===== src/rtl/y86_pkg.sv =====
// Y86-64 instruction codes, the "no register" specifier and format helpers
// shared by the fetch stage and its sub-module.
package y86_pkg;

  localparam logic [3:0] I_HALT   = 4'h0;
  localparam logic [3:0] I_NOP    = 4'h1;
  localparam logic [3:0] I_RRMOVQ = 4'h2;
  localparam logic [3:0] I_IRMOVQ = 4'h3;
  localparam logic [3:0] I_RMMOVQ = 4'h4;
  localparam logic [3:0] I_MRMOVQ = 4'h5;
  localparam logic [3:0] I_OPQ    = 4'h6;
  localparam logic [3:0] I_JXX    = 4'h7;
  localparam logic [3:0] I_CALL   = 4'h8;
  localparam logic [3:0] I_RET    = 4'h9;
  localparam logic [3:0] I_PUSHQ  = 4'hA;
  localparam logic [3:0] I_POPQ   = 4'hB;

  localparam logic [3:0] RNONE    = 4'hF;

  function automatic logic need_regids_f(input logic [3:0] icode);
    case (icode)
      I_RRMOVQ, I_IRMOVQ, I_RMMOVQ, I_MRMOVQ,
      I_OPQ, I_PUSHQ, I_POPQ: need_regids_f = 1'b1;
      default:                need_regids_f = 1'b0;
    endcase
  endfunction

  function automatic logic need_valc_f(input logic [3:0] icode);
    case (icode)
      I_IRMOVQ, I_RMMOVQ, I_MRMOVQ, I_JXX, I_CALL: need_valc_f = 1'b1;
      default:                                     need_valc_f = 1'b0;
    endcase
  endfunction

endpackage


===== src/rtl/y86_fetch_stage_if.sv =====
// Fetch-stage bus: control/instruction bytes in, PC and decoded fields out.
// Optional instr_valid exists only with FETCH_ILLEGAL_CHECK_EN defined.
interface y86_fetch_stage_if #(
  parameter int PC_W = 32
);
  logic            en;
  logic            pc_load;
  logic [PC_W-1:0] pc_new;
  logic [79:0]     ibytes;
  logic [PC_W-1:0] pc;
  logic [3:0]      icode;
  logic [3:0]      ifun;
  logic [3:0]      rA;
  logic [3:0]      rB;
  logic [63:0]     valC;
  logic [PC_W-1:0] valP;
  logic            need_regids;
  logic            need_valC;
`ifdef FETCH_ILLEGAL_CHECK_EN
  logic            instr_valid;
`endif

  // master: pipeline control / instruction memory side
  modport master (
    output en, pc_load, pc_new, ibytes,
    input  pc, icode, ifun, rA, rB, valC, valP, need_regids, need_valC
`ifdef FETCH_ILLEGAL_CHECK_EN
    , input instr_valid
`endif
  );

  // slave: the fetch stage itself
  modport slave (
    input  en, pc_load, pc_new, ibytes,
    output pc, icode, ifun, rA, rB, valC, valP, need_regids, need_valC
`ifdef FETCH_ILLEGAL_CHECK_EN
    , output instr_valid
`endif
  );
endinterface


===== src/rtl/y86_fetch_align.sv =====
// Register-specifier and little-endian constant-word extraction from the
// 10-byte fetch window; the window shifts by one byte when regids are present.
module y86_fetch_align
  import y86_pkg::*;
(
  input  logic [79:0] ibytes,
  input  logic        need_regids,
  output logic [3:0]  rA,
  output logic [3:0]  rB,
  output logic [63:0] valC
);
  logic [63:0] win;

  assign rA  = need_regids ? ibytes[71:68] : RNONE;
  assign rB  = need_regids ? ibytes[67:64] : RNONE;
  assign win = need_regids ? ibytes[63:0] : ibytes[71:8];

  // Lowest-address byte sits at the top of the window and lands in valC[7:0].
  for (genvar b = 0; b < 8; b++) begin : g_byte
    assign valC[8*b +: 8] = win[63-8*b -: 8];
  end
endmodule


===== src/rtl/y86_fetch_stage.sv =====
// Y86-64 fetch stage: combinational split/decode/align/increment plus PC register.
// Define FETCH_ILLEGAL_CHECK_EN to add the instr_valid illegal-icode output.
module y86_fetch_stage
  import y86_pkg::*;
#(
  parameter int              PC_W     = 32,
  parameter logic [PC_W-1:0] RESET_PC = '0
) (
  input logic              clk,
  input logic              rst_n,
  y86_fetch_stage_if.slave bus
);
  logic [PC_W-1:0] pc_q;
  logic [PC_W-1:0] valp;
  logic [3:0]      icode;
  logic            need_regids;
  logic            need_valc;

  assign icode       = bus.ibytes[79:76];
  assign need_regids = need_regids_f(icode);
  assign need_valc   = need_valc_f(icode);

  // Illegal icodes C..F already decode with both flags clear, so valP = pc+1.
  assign valp = pc_q + PC_W'(1) + PC_W'(need_regids)
              + (need_valc ? PC_W'(8) : '0);

  y86_fetch_align u_align (
    .ibytes      (bus.ibytes),
    .need_regids (need_regids),
    .rA          (bus.rA),
    .rB          (bus.rB),
    .valC        (bus.valC)
  );

  always_ff @(posedge clk) begin
    if (!rst_n)           pc_q <= RESET_PC;
    else if (bus.pc_load) pc_q <= bus.pc_new;
    else if (bus.en)      pc_q <= valp;
  end

  assign bus.pc          = pc_q;
  assign bus.icode       = icode;
  assign bus.ifun        = bus.ibytes[75:72];
  assign bus.valP        = valp;
  assign bus.need_regids = need_regids;
  assign bus.need_valC   = need_valc;
`ifdef FETCH_ILLEGAL_CHECK_EN
  assign bus.instr_valid = (icode <= I_POPQ);
`endif
endmodule


===== src/flat_wrapper.sv =====
// flat-port wrapper written by rule: the top's interface ports become plain ports
module y86_fetch_stage_flat import y86_pkg::*;
#(
  parameter int              PC_W     = 32,
  parameter logic [PC_W-1:0] RESET_PC = '0
)
  (clk, rst_n, bus_en, bus_pc_load, bus_pc_new, bus_ibytes, bus_pc, bus_icode, bus_ifun, bus_rA, bus_rB, bus_valC, bus_valP, bus_need_regids, bus_need_valC);
  y86_fetch_stage_if #(.PC_W(PC_W)) bus_i ();
  input logic clk;
  input logic rst_n;
  input wire logic [$bits(bus_i.en)-1:0] bus_en;
  input wire logic [$bits(bus_i.pc_load)-1:0] bus_pc_load;
  input wire logic [$bits(bus_i.pc_new)-1:0] bus_pc_new;
  input wire logic [$bits(bus_i.ibytes)-1:0] bus_ibytes;
  output wire logic [$bits(bus_i.pc)-1:0] bus_pc;
  output wire logic [$bits(bus_i.icode)-1:0] bus_icode;
  output wire logic [$bits(bus_i.ifun)-1:0] bus_ifun;
  output wire logic [$bits(bus_i.rA)-1:0] bus_rA;
  output wire logic [$bits(bus_i.rB)-1:0] bus_rB;
  output wire logic [$bits(bus_i.valC)-1:0] bus_valC;
  output wire logic [$bits(bus_i.valP)-1:0] bus_valP;
  output wire logic [$bits(bus_i.need_regids)-1:0] bus_need_regids;
  output wire logic [$bits(bus_i.need_valC)-1:0] bus_need_valC;
  assign bus_i.en = bus_en;
  assign bus_i.pc_load = bus_pc_load;
  assign bus_i.pc_new = bus_pc_new;
  assign bus_i.ibytes = bus_ibytes;
  assign bus_pc = bus_i.pc;
  assign bus_icode = bus_i.icode;
  assign bus_ifun = bus_i.ifun;
  assign bus_rA = bus_i.rA;
  assign bus_rB = bus_i.rB;
  assign bus_valC = bus_i.valC;
  assign bus_valP = bus_i.valP;
  assign bus_need_regids = bus_i.need_regids;
  assign bus_need_valC = bus_i.need_valC;
  y86_fetch_stage #(.PC_W(PC_W), .RESET_PC(RESET_PC)) u_core (.clk(clk), .rst_n(rst_n), .bus(bus_i));
endmodule

===== config.mk =====
export PLATFORM = sky130hd
export DESIGN_NAME = y86_fetch_stage_flat
export DESIGN_NICKNAME = d
export VERILOG_FILES = /design/src/rtl/y86_pkg.sv /design/src/rtl/y86_fetch_stage_if.sv /design/src/rtl/y86_fetch_align.sv /design/src/rtl/y86_fetch_stage.sv /design/src/flat_wrapper.sv
export SDC_FILE = /design/constraint.sdc
export NUM_CORES = 1
export LEC_CHECK = 0
export CORE_AREA = 2 2 103 105
export CTS_CLUSTER_DIAMETER = 100
export DETAILED_ROUTE_END_ITERATION = 12
export DIE_AREA = 0 0 105 107
export HOLD_SLACK_MARGIN = 0.05
export PLACE_DENSITY = 0.84
export SYNTH_ARGS = -nofsm -noshare
export SYNTH_HDL_FRONTEND = slang
export SYNTH_SLANG_ARGS = --single-unit

===== constraint.sdc =====
create_clock -name clk -period 4.7 [get_ports clk]
set_input_delay 1.175 -clock clk [delete_from_list [all_inputs] [get_ports clk]]
set_output_delay 1.175 -clock clk [all_outputs]
set_load 0.01 [all_outputs]

**Word level (Yosys, flattened, before mapping)**

Index checks and enable logic that the tools add are counted.

- Register bits: 32
- Input port bits: 116
- Output and inout bits: 146
- Logic and storage cells: 24

- Add/sub/neg operators: 3
- Eq/ne operators: 9
- Mux-type cells: 8
- Reductions and logical operators: 3

Operators by type and width:

| operator | count |
|---|---|
| 2-to-1 mux 32 bit | 2 |
| 2-to-1 mux 64 bit | 1 |
| adder 32 x 1 -> 32 bit | 1 |
| adder 32 x 1 -> 32 bit (second input constant) | 1 |
| adder 32 bit | 1 |
| equality test 4 x 3 -> 1 bit (second input constant) | 4 |
| equality test 4 bit (second input constant) | 3 |
| 2-to-1 mux 4 bit | 3 |
| equality test 4 x 2 -> 1 bit (second input constant) | 2 |
| OR reduction 7 bit | 1 |
| OR reduction 5 bit | 1 |
| 2-to-1 mux 1 bit | 2 |
| nonzero test 2 bit | 1 |

**Depth between registers and ports, before layout**

- Depth after elaboration: 7
- Mapped depth: 11

**Modules after synthesis**

A second synthesis with hierarchy kept.

- Cells, all modules: 403
- Area total of the unflattened synthesis: 3612.2 µm²

By module, submodules not included:

| module | times used | cells an instance | area each (µm²) | seq. area each (µm²) |
|---|---|---|---|---|
| y86_fetch_stage | 1 | 323 | 2466.1 | 640.6 |
| y86_fetch_align | 1 | 80 | 1146.1 | 0.0 |

**Worst setup path after synthesis**

No wires, ideal clock.

- Path type: in2out
- Start: input port bus_ibytes[79]
- End: output port bus_valP[17]
- Arrival time: 3.075 ns
- Path slack: 0.450 ns
- Cell stages on the path: 11
- Buffers on the path: 2
- Path through: inv_1 -> nor3_1 -> a21oi_1 -> o22ai_1 -> ha_1 -> and4b_1 -> buf_6 -> o21ai_0 -> buf_2 -> nor3_1 -> xor2_1

- Word-level cells in the longest chain between the ends: 5
- Elaborated cells on any way between the ends: 16
- Classes of those cells: add/sub (2); eq/ne (9); mux (3); reduce/logical (2)

Ends and longest elaborated chain:

| element | line | text |
|---|---|---|
| start, declared | flat_wrapper.sv:14 | `input wire logic [$bits(bus_i.ibytes)-1:0] bus_ibytes;` |
| equality test 4 x 2 -> 1 bit (tied with other cells) | y86_pkg.sv:29 | `case (icode)` |
| OR reduction 5 bit * | y86_pkg.sv:29 |  |
| 2-to-1 mux 1 bit * | y86_pkg.sv:29 |  |
| via bus_need_valC | flat_wrapper.sv:23 | `output wire logic [$bits(bus_i.need_valC)-1:0] bus_need_valC;` |
| 2-to-1 mux 4 bit * | y86_fetch_stage.sv:25 | `+ (need_valc ? PC_W'(8) : '0);` |
| adder 32 bit * | y86_fetch_stage.sv:25 |  |
| end, declared | flat_wrapper.sv:21 | `output wire logic [$bits(bus_i.valP)-1:0] bus_valP;` |

The timed path passes the listed nets; every way through them passes the cells marked *.

**Worst setup path in the final report**

- Start: input port bus_ibytes[76]
- End: output port bus_valP[13]

- Word-level cells in the longest chain between the ends: 5
- Elaborated cells on any way between the ends: 16
- Classes of those cells: add/sub (2); eq/ne (9); mux (3); reduce/logical (2)

Ends and longest elaborated chain:

| element | line | text |
|---|---|---|
| equality test 4 x 2 -> 1 bit (tied with other cells) | y86_pkg.sv:21 | `case (icode)` |
| OR reduction 7 bit or OR reduction 5 bit (tied branches) | y86_pkg.sv:21, y86_pkg.sv:29 |  |
| 2-to-1 mux 1 bit (on tied branches) | y86_pkg.sv:21, y86_pkg.sv:29 |  |
| adder 32 x 1 -> 32 bit or 2-to-1 mux 4 bit (tied branches) | y86_fetch_stage.sv:24, y86_fetch_stage.sv:25 |  |
| adder 32 bit * | y86_fetch_stage.sv:25 |  |

Every way passes the cells marked *; elsewhere a longest branch is shown, timed or not.

==> out/results.ini <==
[critical_path]
crit_required_ns=3.52
cp_data_arrival_time_ns=3.41
crit_path_cell_trace=dlygate4sd2_1, nor3_2, a21oi_2, o22ai_2, ha_1, and4b_2, buf_4, buf_4, o2111a_1, xor2_1, dlygate4sd2_1
internal_reg_to_reg_setup_slack_ns=2.31
worst_path_max_delay_cell=sky130_fd_sc_hd__dlygate4sd2_1
cp_slowest_stage_delay_ns=0.30
ff2ff_path_depth=4
beginning_of_the_worst_register_to_register_path=u_core.bus.pc[4]$_SDFFE_PN0P_
kind_of_end_point_of_the_critical_path=output port
crit_path_start_kind=input pin
category_of_the_most_critical_setup_path=input pin to output port
worst_r2r_endpoint=u_core.bus.pc[30]$_SDFFE_PN0P_
critical_path.max_fanout=5

[floorplan]
die_height_um=107
core_region_area_um2=10100
placement_rows=37
chipWidth_um=105
boundaryPins=262
start_util_pct=34.7
floorplan.die_area_um2=11200

[timing]
setup_total_negative_slack_ns=0
worst_hold_slack_ns=0.559
setup_repair_after_global_routing_missed_its_margin=false
fin_skew_ns=0.00825
final.setup.worst_slack_ns=0.117
max_freq_mhz=218
final_min_period_over_clock_period_pct=97.5
timing.final.hold_violations=0
timing.slew.headroom_pct=24.1
timing_max_transition_violations_final=0
worst_slew_pin_slew_ns=1.13
setup_viol=0
fin_crit_ns=4.58

[clock_tree]
cts-buffers-inserted=5
cts_hold_repair.buffers=0
clock_pin_slew_on_the_worst_setup_and_hold_paths_ns=0.08
cts.sinks=32
insertion_delay_ns=0.28
cts_root_buf=sky130_fd_sc_hd__clkbuf_8
htree_levels=2
clock_tree.buffer_depth=2
cts_tree=built

[cells_and_area]
finalInstanceArea_um2=6380
layout-drive-gt1-share_pct=21.9
largest_reg_flops=32
finish.net_count=795
finalNonFillerCells=813
antenna-diode-count=0
final_core_utilization_pct=63.3
area_delta_synth_final_pct=82.4

[power_and_ir_drop]
vdd_ir_drop_max_v=0.0000948
total_leakage_power_nw=2.59
power.density_nw_per_um2=176
post-layout-total-power_mw=1.13

[routing]
vias=4363
initialDrtViolationCount=180
drt.antenna.violating_nets=0
firstDrtPassIters=4
routed_wire_length_per_instance_um=18.8
finalWirelength_mm=15.2
vias_per_cell=5.37
remaining_drc_errors=0

[logic_synthesis]
synth.yosys.warnings=0
synth_cell_type_count=57
synth_seq_area_share_pct=18.3
yosys_register_bits=32
synth_compound_gate_area_share_pct=16.6
mappedNetlistArea_um2=3500
synth_adder_area_share_pct=1.07
ys_dominant_reg_cell=sky130_fd_sc_hd__dfxtp_1
synth-edff-count=0
syn_inst=429
synth_fp_nets=548
synth.area.mux_share_pct=20.9
postSynth.asyncResetShare_pct=0
synthesis.area_per_instance_um2=8.16
synth_simple_gate_area_share_pct=25.2
synth_top_family_by_area=simple AND/OR/NAND/NOR gates
synth-xor-area-share_pct=9.51

[global_routing]
grt_antenna_before_repair=0
global_route_wire_length_before_repair_mm=22.9
grt_start_max_net_pins=58
grt_overflow_total=0
grtUsageTotal_pct=25.3
first_global_vias=4361

[worst_hold_path]
hold_depth=2
min_from=u_core.bus.pc[21]$_SDFFE_PN0P_
hp_class=register to register
min_delay_worst_endpoint=u_core.bus.pc[21]$_SDFFE_PN0P_

[place]
dp_hpwl_mm=12.1
dp_slack_ns=-0.507
placed_cells=801
detailed_place.area_um2=6160
place.port_buffers=253
replace_congestion=0.895

[job]
maxCapViolations=0

[run_status]
outcome=finished, final reports clean

## cells in the mapped netlist (all sizes together) (14+ instances only)
cell type / count / area, µm²
mux2: 64 / 721
o21ai: 33 / 165
dfxtp: 32 / 641
buf: 31 / 209
xor2: 25 / 219
nand2: 23 / 93.8
nor2: 18 / 67.6
nor3: 16 / 85.1
clkbuf: 15 / 57.6
a31oi: 14 / 87.6
## worst max-delay path by stage
stage	depth (start not counted)	to	slack, ns	start
detailed placement	12	bus_valP[31]	-0.51	bus_ibytes[79]
finish	11	bus_valP[13]	0.12	bus_ibytes[76]
global route	11	bus_valP[13]	0.02	bus_ibytes[76]
floorplan	11	bus_valP[17]	0.45	bus_ibytes[79]
CTS	11	bus_valP[22]	0.002	bus_ibytes[76]
global placement	12	bus_valP[31]	-0.43	bus_ibytes[79]
## timing repair
item                       4_1_cts  5_1_grt
buffers inserted                 4        1
pin swaps                        4        2
gates resized for setup         48       18
setup endpoints to repair       50       29
## layout make-up
type                       instances  area, µm²
inverter                           8       30.0
tap                              136        170
multi-input combinational        343       2690
clock inverter                     1       7.51
timing repair buffer             286       2760
fill                             846       3710
clock buffer                       7       86.3
sequential                        32        641
## worst max-delay path, delay by kind of cell
family	cells	cell delay, ns
AOI/OAI and AO/OA	3	0.50
xor gates and xnor gates	1	0.16
adders and majority gates	1	0.27
buffers and inverters	4	0.84
and+or+nand+nor	2	0.46
## cells by family after synthesis
| family | after synthesis |
|---|---|
| compound gates | 88 |
| xor+xnor | 38 |
| fa+ha+maj | 3 |
| buf+inv | 54 |
| flops | 32 |
| mux | 65 |
| simple gates | 149 |
## cell usage in the layout, fill, tap and decap left out, drive strengths merged, types with 10 or more instances in the layout
cell | synthesis | layout
nand2 | 23 | 23
dlygate4sd2 | 0 | 17
clkbuf | 15 | 10
nand3 | 13 | 13
dfxtp | 32 | 32
o21ai | 33 | 33
xnor2 | 13 | 13
nor4 | 11 | 11
nor3 | 16 | 16
buf | 31 | 36
mux2 | 64 | 64
xor2 | 25 | 25
a31oi | 14 | 14
nor2 | 18 | 18
clkdlybuf4s50 | 0 | 220
nand4 | 13 | 13
## routing by layer
metal  track usage [%]  vias to the layer above  wire length (µm)
li1                  -                     2089                 -
met1              28.8                     2046              5800
met2              45.6                      207              7810
met3              9.06                       21              1450
met4              5.05                        0               179
met5                 0                        -                 0
## report_power, final
group | internal (mW) | switching [mW] | total, mW
Clock | 0.119 | 0.109 | 0.229
Combinational | 0.341 | 0.224 | 0.565
Sequential | 0.291 | 0.0412 | 0.332
Total | 0.751 | 0.374 | 1.13
Note: power is estimated with default switching activity, not from simulation.
